==> src/rtl/gemm_pkg.sv <==
// Shared types and helpers for the gemm_engine matrix multiplier:
// FSM state encoding, index-port width rule and saturation bounds.
package gemm_pkg;

  localparam int STATE_W = 3;

  typedef enum logic [STATE_W-1:0] {
    IDLE = 3'd0,
    MAC  = 3'd1,
    BIAS = 3'd2,
    OUT  = 3'd3,
    DONE = 3'd4
  } state_t;

  // Index ports never collapse to zero width, even for a single row/column.
  function automatic int idx_w(input int x);
    return (x > 1) ? $clog2(x) : 1;
  endfunction

  function automatic longint sat_max(input int dw);
    return (longint'(1) <<< (dw - 1)) - longint'(1);
  endfunction

  function automatic longint sat_min(input int dw);
    return -(longint'(1) <<< (dw - 1));
  endfunction

endpackage

==> src/rtl/gemm_mac_sat.sv <==
// Wide signed accumulator with multiply-add / bias-add, plus the
// arithmetic-shift-and-clamp path that forms a DW-bit result.
module gemm_mac_sat
  import gemm_pkg::*;
#(
  parameter int DW   = 16,
  parameter int FRAC = 0,
  parameter int AW   = 2 * DW + 4
) (
  input  logic                 clk,
  input  logic                 clr,
  input  logic                 mac_en,
  input  logic                 bias_en,
  input  logic                 shift_out,
  input  logic signed [DW-1:0] a,
  input  logic signed [DW-1:0] b,
  input  logic signed [DW-1:0] c,
  output logic signed [DW-1:0] z_sat,
  output logic                 ovf
);

  localparam logic signed [AW-1:0] MAXV = AW'(sat_max(DW));
  localparam logic signed [AW-1:0] MINV = AW'(sat_min(DW));

  logic signed [AW-1:0] acc_p0;
  logic signed [AW-1:0] acc_d;
  logic signed [AW-1:0] prod;
  logic signed [AW-1:0] sat_src;

  function automatic logic over(input logic signed [AW-1:0] v);
    return (v > MAXV) || (v < MINV);
  endfunction

  function automatic logic signed [DW-1:0] saturate(input logic signed [AW-1:0] v);
    if (v > MAXV) return MAXV[DW-1:0];
    if (v < MINV) return MINV[DW-1:0];
    return v[DW-1:0];
  endfunction

  assign prod = AW'(a) * AW'(b);

  // The bias path scales before adding so that C stays at result scale.
  always_comb begin
    acc_d = acc_p0;
    if (clr)          acc_d = '0;
    else if (mac_en)  acc_d = acc_p0 + prod;
    else if (bias_en) acc_d = (acc_p0 >>> FRAC) + AW'(c);
  end

  // Stage p0: accumulator register
  always_ff @(posedge clk) acc_p0 <= acc_d;

  // Result is formed from the value the accumulator is about to take.
  assign sat_src = shift_out ? (acc_d >>> FRAC) : acc_d;
  assign z_sat   = saturate(sat_src);
  assign ovf     = over(sat_src);

endmodule

==> src/rtl/gemm_engine.sv <==
// Signed fixed-point Z = A*B or Z = C + A*B engine: one MAC per cycle over
// registered operand indices, results offered on a strobe/ack port.
module gemm_engine
  import gemm_pkg::*;
#(
  parameter  int M    = 4,
  parameter  int N    = 8,
  parameter  int P    = 4,
  parameter  int DW   = 16,
  parameter  int FRAC = 0,
  localparam int AW   = 2 * DW + $clog2(N) + 1,
  localparam int IM   = idx_w(M),
  localparam int IN   = idx_w(N),
  localparam int IP   = idx_w(P)
) (
  input  logic                 clk,
  input  logic                 rst,
  input  logic                 start,
  input  logic                 mode,
  input  logic signed [DW-1:0] a_in,
  input  logic signed [DW-1:0] b_in,
  input  logic signed [DW-1:0] c_in,
  output logic [IM-1:0]        a_i,
  output logic [IN-1:0]        a_j,
  output logic [IN-1:0]        b_i,
  output logic [IP-1:0]        b_j,
  output logic [IM-1:0]        z_i,
  output logic [IP-1:0]        z_j,
  output logic signed [DW-1:0] z_out,
  output logic                 z_stb,
  input  logic                 z_ack,
  output logic                 busy,
  output logic                 done,
  output logic                 sat
);

  state_t state, state_nx;
  logic              mode_q;
  logic [IM-1:0]     i_q;
  logic [IN-1:0]     k_q;
  logic [IP-1:0]     j_q;
  logic              last_k, last_j, last_i, take;
  logic              clr, mac_en, bias_en, load_z;
  logic signed [DW-1:0] z_sat;
  logic              ovf;

  assign last_k = (k_q == IN'(N - 1));
  assign last_j = (j_q == IP'(P - 1));
  assign last_i = (i_q == IM'(M - 1));
  assign take   = (state == OUT) && z_ack;

  always_ff @(posedge clk or negedge rst) begin
    if (!rst) state <= IDLE;
    else      state <= state_nx;
  end

  always_comb begin
    state_nx = state;
    clr      = 1'b0;
    mac_en   = 1'b0;
    bias_en  = 1'b0;
    load_z   = 1'b0;
    unique case (state)
      IDLE: if (start) begin
        state_nx = MAC;
        clr      = 1'b1;
      end
      MAC: begin
        mac_en = 1'b1;
        if (last_k) begin
          load_z   = !mode_q;
          state_nx = mode_q ? BIAS : OUT;
        end
      end
      BIAS: begin
        bias_en  = 1'b1;
        load_z   = 1'b1;
        state_nx = OUT;
      end
      OUT: if (z_ack) begin
        clr      = 1'b1;
        state_nx = (last_i && last_j) ? DONE : MAC;
      end
      DONE:    state_nx = IDLE;
      default: state_nx = IDLE;
    endcase
  end

  always_ff @(posedge clk or negedge rst) begin
    if (!rst) begin
      i_q    <= '0;
      j_q    <= '0;
      k_q    <= '0;
      mode_q <= 1'b0;
      sat    <= 1'b0;
      z_out  <= '0;
    end else begin
      if (state == IDLE && start) begin
        i_q    <= '0;
        j_q    <= '0;
        k_q    <= '0;
        mode_q <= mode;
        sat    <= 1'b0;
      end
      if (state == MAC && !last_k) k_q <= k_q + 1'b1;
      if (load_z) begin
        z_out <= z_sat;
        if (ovf) sat <= 1'b1;
      end
      // Indices stay on the last element once the job completes.
      if (take && !(last_i && last_j)) begin
        k_q <= '0;
        if (!last_j) begin
          j_q <= j_q + 1'b1;
        end else begin
          j_q <= '0;
          i_q <= i_q + 1'b1;
        end
      end
    end
  end

  gemm_mac_sat #(
    .DW  (DW),
    .FRAC(FRAC),
    .AW  (AW)
  ) u_mac (
    .clk      (clk),
    .clr      (clr),
    .mac_en   (mac_en),
    .bias_en  (bias_en),
    .shift_out(!mode_q),
    .a        (a_in),
    .b        (b_in),
    .c        (c_in),
    .z_sat    (z_sat),
    .ovf      (ovf)
  );

  assign a_i   = i_q;
  assign a_j   = k_q;
  assign b_i   = k_q;
  assign b_j   = j_q;
  assign z_i   = i_q;
  assign z_j   = j_q;
  assign z_stb = (state == OUT);
  assign busy  = (state != IDLE);
  assign done  = (state == DONE);

endmodule

==> config.mk <==
export PLATFORM = sky130hd
export DESIGN_NAME = gemm_engine
export DESIGN_NICKNAME = d
export VERILOG_FILES = /design/src/rtl/gemm_pkg.sv /design/src/rtl/gemm_mac_sat.sv /design/src/rtl/gemm_engine.sv
export SDC_FILE = /design/constraint.sdc
export NUM_CORES = 1
export LEC_CHECK = 0
export BUFFER_PORTS_ARGS = -buffer_cell sky130_fd_sc_hd__buf_2
export CAP_MARGIN = 20
export CORE_ASPECT_RATIO = 1.2
export CORE_MARGIN = 5
export CORE_UTILIZATION = 45
export DETAILED_ROUTE_END_ITERATION = 8
export GPL_TIMING_DRIVEN = 0
export PLACE_DENSITY_LB_ADDON = 0.12
export REMOVE_ABC_BUFFERS = 1
export SLEW_MARGIN = 20
export SYNTH_ARGS = -nofsm -noshare
export SYNTH_HDL_FRONTEND = slang
export SYNTH_HIERARCHICAL = 1
export SYNTH_SLANG_ARGS = --single-unit
export TNS_END_PERCENT = 20
==> constraint.sdc <==
create_clock -name clk -period 6.94 [get_ports clk]
set_input_delay 0.347 -clock clk [delete_from_list [all_inputs] [get_ports clk]]
set_output_delay 0.347 -clock clk [all_outputs]
set_load 0.01 [all_outputs]
# Word level (Yosys, flattened, before mapping)
# Cells that the tools add are included.
[classes]
muxes = 35
n_reduce_logical = 14
n_lt_le_gt_ge = 2
multipliers = 1
n_addsub = 5
eq_ne = 10
[op_table]
columns = ["cell", "count"]
rows = [
  ["$mux 36", 3],
  ["$mux 16", 4],
  ["$add 36x16->36", 1],
  ["$add 36x36->36", 1],
  ["$gt 36x16->1 const B", 1],
  ["$lt 36x16->1 const B", 1],
  ["$mul 16x16->32", 1],
  ["$mux 3", 7],
  ["$mux 1", 12],
  ["$mux 2", 6],
  ["$pmux 3 s4", 1],
  ["$eq 3x2->1 const B", 2],
  ["$eq 3x3->1 const B", 2],
  ["$reduce_bool 3->1", 2],
  ["$logic_and 1x1->1", 5],
  ["$add 2x1->2 const B", 2],
  ["$eq 2x2->1 const B", 2],
  ["$ne 2x2->1 const B", 2],
  ["$pmux 1 s2", 2],
  ["$add 3x1->3 const B", 1],
  ["$eq 3x1->1 const B", 1],
  ["$logic_not 1->1", 3],
  ["$logic_not 3->1", 1],
  ["$reduce_and 3->1", 1],
  ["other kinds (3)", 3],
]
[word_totals]
ff_bits = 64
inputBits = 53
word_cells = 75

# Depth between registers and ports, before layout
# Gate-level depths: netlist (run 1).
[depth]
word_depth = 10
depth_mapped = 29
depth_no_buf = 27

# Hierarchy
# The synthesis (run 1) kept the hierarchy.
[modules_own_cells]
columns = ["mod", "area_per_inst_um2", "cells_per_inst", "instances"]
rows = [
  ["gemm_mac_sat", 16188.0, 1869, 1],
  ["gemm_engine", 1337.5, 112, 1],
]

# Worst setup path before layout (run 1)
# Ideal clock, no wire load.
[synth_path]
path_type = "input port to flip-flop"
startpoint = "input a_in[15]"
endpoint = "register z_out[10]"
setup_time_ps = 125
cell_stages = 28
setup_slack_ps = -556
t_arrival_ps = 7371
cell_sequence = "clkbuf_1 > nand2_1 > inv_1 > fa_1 > inv_1 > fa_1 > inv_1 > fa_1 > fa_1 > fa_1 > inv_1 > fa_1 > inv_1 > ha_1 > clkbuf_1 > a21o_1 > a31oi_1 > a211o_1 > o2bb2ai_1 > or2_2 > o211ai_1 > xor2_1 > a211oi_2 > a41oi_2 > o31ai_4 > buf_6 > o211ai_2 > mux2_2"
[synth_between]
elab_chain_len = 9
elab_cells_between_ends = 12
cone_classes = "1 x add/sub; 1 x mul; 2 x order compare; 8 x mux"
[synth_lines]
columns = ["item", "line_no", "rtl"]
rows = [
  ["from (decl)", "gemm_engine.sv:20", "input logic signed [DW-1:0] a_in,"],
  ["$mul 16x16->32 *", "gemm_mac_sat.sv:40", "assign prod = AW'(a) * AW'(b);"],
  ["$add 36x36->36 *", "gemm_mac_sat.sv:46", "else if (mac_en) acc_d = acc_p0 + prod;"],
  ["$mux 36 *", "gemm_mac_sat.sv:46", ""],
  ["$mux 36 *", "gemm_mac_sat.sv:45", "if (clr) acc_d = '0;"],
  ["$lt 36x16->1", "gemm_mac_sat.sv:36", "if (v < MINV) return MINV[DW-1:0];"],
  ["$mux 1 (2 in a row)", "gemm_mac_sat.sv:36", ""],
  ["$mux 16", "gemm_mac_sat.sv:37", "return v[DW-1:0];"],
  ["$mux 16 *", "gemm_mac_sat.sv:36", ""],
  ["net z_sat[10]", "gemm_engine.sv:44", "logic signed [DW-1:0] z_sat;"],
  ["to (signal assigned)", "gemm_engine.sv:107", "z_out <= z_sat;"],
  ["to (decl)", "gemm_engine.sv:29", "output logic signed [DW-1:0] z_out,"],
]
# Mark *: on every way through the listed nets, which the timed path passes. The rest lies on a longest branch. The select of a mux whose other input is x is not followed.
# A chain may end at the register's enable or synchronous reset.

# Worst setup path after layout (run 1)
[layout_path]
startpoint = "input a_in[15]"
endpoint = "register z_out[7]"
[layout_between]
elab_chain_len = 9
elab_cells_between_ends = 12
cone_classes = "1 x add/sub; 1 x mul; 2 x order compare; 8 x mux"
[layout_lines]
columns = ["item", "line_no", "rtl"]
rows = [
  ["$mul 16x16->32 *", "gemm_mac_sat.sv:40", ""],
  ["$add 36x36->36 *", "gemm_mac_sat.sv:46", ""],
  ["$mux 36 *", "gemm_mac_sat.sv:46", ""],
  ["$mux 36 *", "gemm_mac_sat.sv:45", ""],
  ["net u_mac.acc_d[28]", "gemm_mac_sat.sv:26", "logic signed [AW-1:0] acc_d;"],
  ["$lt 36x16->1", "gemm_mac_sat.sv:36", ""],
  ["$mux 1 (2 in a row)", "gemm_mac_sat.sv:36", ""],
  ["$mux 16", "gemm_mac_sat.sv:37", ""],
  ["$mux 16 *", "gemm_mac_sat.sv:36", ""],
  ["net z_sat[7]", "gemm_engine.sv:44", ""],
]
# Marked as above.

==> out/qor.csv, run 1 <==
metric;value;unit
Worst Skew;8.48;ps
Slew Limit Headroom;34.0;%
RSZ-0062 raised after global routing;yes;
nets;2592;
worst stage delay on the critical path;590;ps
initial antenna violation count;0;
CTS tree;yes;
clk buf depth;2;
Die Footprint;43000;µm²
CP max stage cell;fa_2;
GRT Overall Usage;22.0;%
I/O Buffers;86;
post-route clock period utilization;99.8;%
CP arrival;7150;ps
Placer Congestion;0.879;
# IOs;87;
post-synthesis cell count;1980;
cell family with most CP delay;adder cells;
Final Core Density;52.3;%
first-pass GRT wire length;76.9;mm
clock tree sinks;64;
total CTS buffers;9;
Startpoint Class;primary input;
Required @ worst endpoint;7160;ps
area post-placement;18300;µm²
Wirelength per Cell;17.8;µm
status;finished clean;
sum of buffers and inverters on the critical path;10;
CP most frequent cell;fa_1;
Worst-Margin Slew;989;ps
Total Negative Setup Slacks;0;ps
DRC;0;
Worst Hold Class;primary input to asynchronous set/reset pin;
final WL;46.4;mm
Initial Util;45.3;%
post-route minimum period;6930;ps
crit path max fanout;8;
CP Capture Type;flop;
f_max;144;MHz
Vias/cell;5.28;
Skew-Pair Late Insertion Delay;340;ps
mapped cell area;17500;µm²
kind of critical path;primary input to flop;
die span in x;190;µm
vias in the first global route;14900;
maxcap violations;0;
endpoints failing hold;0;
die height;226;µm
Hold-fix buffers, CTS;0;
largest net degree at the start of global routing;29;
row count;79;
Via Count;13800;
Avg Cell Area, Syn;8.85;µm²
clock root buffer;clkbuf_16;
Yosys warnings;6;
Detailed Route Iter0 Violations;716;
core area;38600;µm²
DR pass1 iterations;5;
CTS H-tree depth;3;
post-DP HPWL;37.0;mm
Remaining Overflow, GRT;0;
fraction of layout cells with a size suffix above 1;17.4;%
Slew Limit Fails;0;
Post-DRT Antenna Nets;0;
final hold slack;21.0;ps
Syn-to-layout area delta;15.4;%
Reg clk slew, reported paths;50;ps
n_diodes;0;
final setup fails;0;
final instance area;20200;µm²
## metrics by stage
stage	std cells	setup slack, ps
6_report	2608	11.4
5_1_grt	2608	-200
4_1_cts	2578	-120
3_5_place_dp	2512	-1730
3_3_place_gp	2505	-4060
2_1_floorplan	1893	-490
## routing by layer
| layer | vias up | GRT usage (%) | share of wire, % |
|---|---|---|---|
| li1 | 6529 | - | - |
| met1 | 6886 | 29.8 | 45 |
| met5 | - | 0 | 0 |
| met4 | 0 | 5.35 | 2.0 |
| met3 | 66 | 1.90 | 3.3 |
| met2 | 294 | 38.3 | 50 |
## sequential cells by signal, summed over array words and instances (netlist names)
register,flops
sat,1
a_i,2
z_out,16
mode_q,1
b_j,2
u_mac/acc_p0,36
state,3
a_j,3
## path summary, 6_finish.rpt
| path | startpoint | to | slack [ps] | depth (start not counted) |
|---|---|---|---|---|
| max in group asynchronous | rst | z_out[2] | 6500 | 1 |
| min in group clk | mode | mode_q | 230 | 2 |
| worst max-delay path | a_in[15] | z_out[7] | 10 | 30 |
| worst max register to register | u_mac/acc_p0[15] | z_out[7] | 380 | 24 |
| worst min register to register | z_out[12] | z_out[12] | 500 | 1 |
| worst min-delay path | rst | b_j[1] | 20 | 1 |
## cell usage in the layout (no fill, tap or decap), drive strengths merged, types with 36 or more instances in the layout
master    n
nor2     89
xnor2    36
ha      146
a21oi    79
inv     387
dfxtp    36
and2    130
o21ai    51
nand2   231
buf     171
fa      315
## cell type report
| cell class | instances | area (µm²) |
|---|---|---|
| clock buffer | 9 | 225 |
| clock inverter | 6 | 85.1 |
| fill | 3576 | 18400 |
| inverter | 390 | 1470 |
| multi-input combinational | 1440 | 14800 |
| sequential | 64 | 1420 |
| tap | 526 | 658 |
| timing repair buffer | 173 | 1590 |
## timing repair
action,in CTS,in global routing
endpoints found under the setup margin,18,16
resized for setup,161,73
setup buffers,50,28
cloned,1,3
pin swaps,57,63
Power of run 1 is not shown: default switching activity piles up to over one toggle a cycle in this logic, so the estimate is an artifact.
==> inputs of run 2 (changes only) <==
--- a/config.mk
+++ b/config.mk
@@ -8,7 +8,7 @@
 export BUFFER_PORTS_ARGS = -buffer_cell sky130_fd_sc_hd__buf_2
 export CAP_MARGIN = 20
 export CORE_ASPECT_RATIO = 1.2
-export CORE_MARGIN = 5
+export CORE_MARGIN = 2
 export CORE_UTILIZATION = 45
 export DETAILED_ROUTE_END_ITERATION = 8
 export GPL_TIMING_DRIVEN = 0
==> run 2 against run 1 <==
  * First-iteration DRC count shrank 2.8%
  * Core utilization grew 0.092 points
  * Sequential cell count is the same
  * Critical path type unchanged
==> out/qor.csv, run 2 (synthesis results as in run 1) <==
metric;value;unit;change
status;finished clean;;
f_max;144;MHz;about the same
DR pass1 iterations;5;;unchanged
Initial Util;45.5;%;+0.12 points
core area;38500;µm²;-0.26%
Skew-Pair Late Insertion Delay;350;ps;about the same
maxcap violations;0;;unchanged
Reg clk slew, reported paths;60;ps;about the same
Startpoint Class;primary input;;
die span in x;184;µm;-3.2%
Required @ worst endpoint;7170;ps;about the same
Remaining Overflow, GRT;0;;unchanged
pre-CTS setup slack;-1700;ps;+32.0 ps
CTS tree;yes;;
Wirelength per Cell;17.8;µm;+0.34%
Syn-to-layout area delta;15.3;%;about the same
DRC;0;;unchanged
Vias/cell;5.38;;+1.8%
CP arrival;7160;ps;about the same
kind of critical path;primary input to flop;;
# IOs;87;;unchanged
final WL;45.7;mm;-1.4%
CTS H-tree depth;3;;unchanged
Slew Limit Fails;0;;unchanged
Placer Congestion;0.889;;+1.2%
endpoints failing hold;0;;unchanged
Detailed Route Iter0 Violations;696;;-2.8%
post-DP HPWL;36.7;mm;-0.79%
Die Footprint;40500;µm²;-5.7%
first-pass GRT wire length;76.4;mm;-0.68%
initial antenna violation count;0;;unchanged
Worst Hold Class;primary input to asynchronous set/reset pin;;
GRT Overall Usage;23.7;%;+1.8 points
Final Core Density;52.4;%;+0.092 points
Slew Limit Headroom;34.1;%;+0.10 points
clock root buffer;clkbuf_16;;
area post-placement;18200;µm²;-0.23%
cell family with most CP delay;adder cells;;
final hold slack;18.5;ps;-2.50 ps
nets;2587;;-0.19%
Worst Skew;9.08;ps;+0.601 ps
worst stage delay on the critical path;600;ps;about the same
die height;220;µm;-2.7%
PnR worst setup slack;17.5;ps;+6.07 ps
vias in the first global route;14700;;-1.3%
I/O Buffers;86;;unchanged
row count;79;;unchanged
RSZ-0062 raised after global routing;yes;;
post-route minimum period;6920;ps;-6.07 ps
total CTS buffers;9;;unchanged
largest net degree at the start of global routing;29;;unchanged
final instance area;20200;µm²;about the same
clk buf depth;2;;unchanged
Worst-Margin Slew;988;ps;-1.56 ps
commonest cells after routing, fill and taps aside;inv_1, fa_1, nand2_1;;
fraction of layout cells with a size suffix above 1;17.5;%;+0.090 points
final setup fails;0;;unchanged
Via Count;13800;;+0.036%
sum of buffers and inverters on the critical path;8;;-2
Largest regs;u_mac/acc_p0 (36), z_out (16);;
Post-DRT Antenna Nets;0;;unchanged
max reg flops;36;;unchanged
commonest non-fill, non-tap cell in the layout;inv_1;;
CP most frequent cell;fa_1;;
Top reg by flops;u_mac/acc_p0;;
CP max stage cell;fa_1;;
crit path max fanout;8;;unchanged
CP Capture Type;flop;;
post-route clock period utilization;99.7;%;about the same
clock tree sinks;64;;unchanged
FILL cells;3598;;+0.62%
n_diodes;0;;unchanged
run 2: cell count changes in the layout (fill, tap and decap cells not counted), moves of 4 or more:
cell     delta
inv_2       +4
fa_2        -5
mux2_4      +9
o21ai_0     -5
nand2_2     -4
mux2_2      -9
buf_4       -7
fa_1        +5
ha_2        +5
o21ai_1     +4
run 2: cell type report:
type                            count  area, µm²  area share, %
Multi-Input combinational cell   1439      14800           73.3
Clock inverter                      6       37.5          0.186
Inverter                          390       1470           7.28
Sequential cell                    64       1420           7.03
Timing Repair Buffer              169       1630           8.04
Clock buffer                        9        225           1.11
Tap cell                          486        608           3.01
run 2: worst reg2reg max path: cells and delay by family (launching register included):
family          cells  cell delay (ps)
fa+ha+maj           6             2830
simple gates        4             1180
compound gates      6             1140
buf+inv             7              670
flops               1              390
xor+xnor            1              140
run 2: per-layer routing:
layer	vias to the layer above	GRT usage, %	routed length [µm]
met5	-	0	0
met4	0	4.11	540
met3	34	1.33	1150
met2	248	43.3	23200
met1	6978	31.6	20900
li1	6520	-	-
run 2: worst paths after layout:
| check | cells after the start | end | start | slack [ps] |
|---|---|---|---|---|
| max | 27 | sat | a_in[4] | 20 |
| min | 1 | a_i[1] | rst | 20 |
| max reg2reg | 24 | sat | u_mac/acc_p0[15] | 470 |
| min reg2reg | 1 | z_out[8] | z_out[8] | 510 |
| max in group asynchronous | 1 | z_out[3] | rst | 6490 |
| min in group clk | 2 | mode_q | mode | 240 |
run 2: metrics by stage:
stage	setup TNS [ps]	cells
floorplan	-7230	1893
global placement	-110470	2465
detailed placement	-28730	2473
CTS	-228	2550
global route	-1720	2563
finish	0	2563
run 2: timing repair:
item,in CTS,in global routing
gates resized for setup,203,61
pin swaps,70,56
setup buffers,58,13
cloned,4,0
hold buffers,0,0
setup endpoints to repair,18,16
Power of run 2 is left out for the same reason.
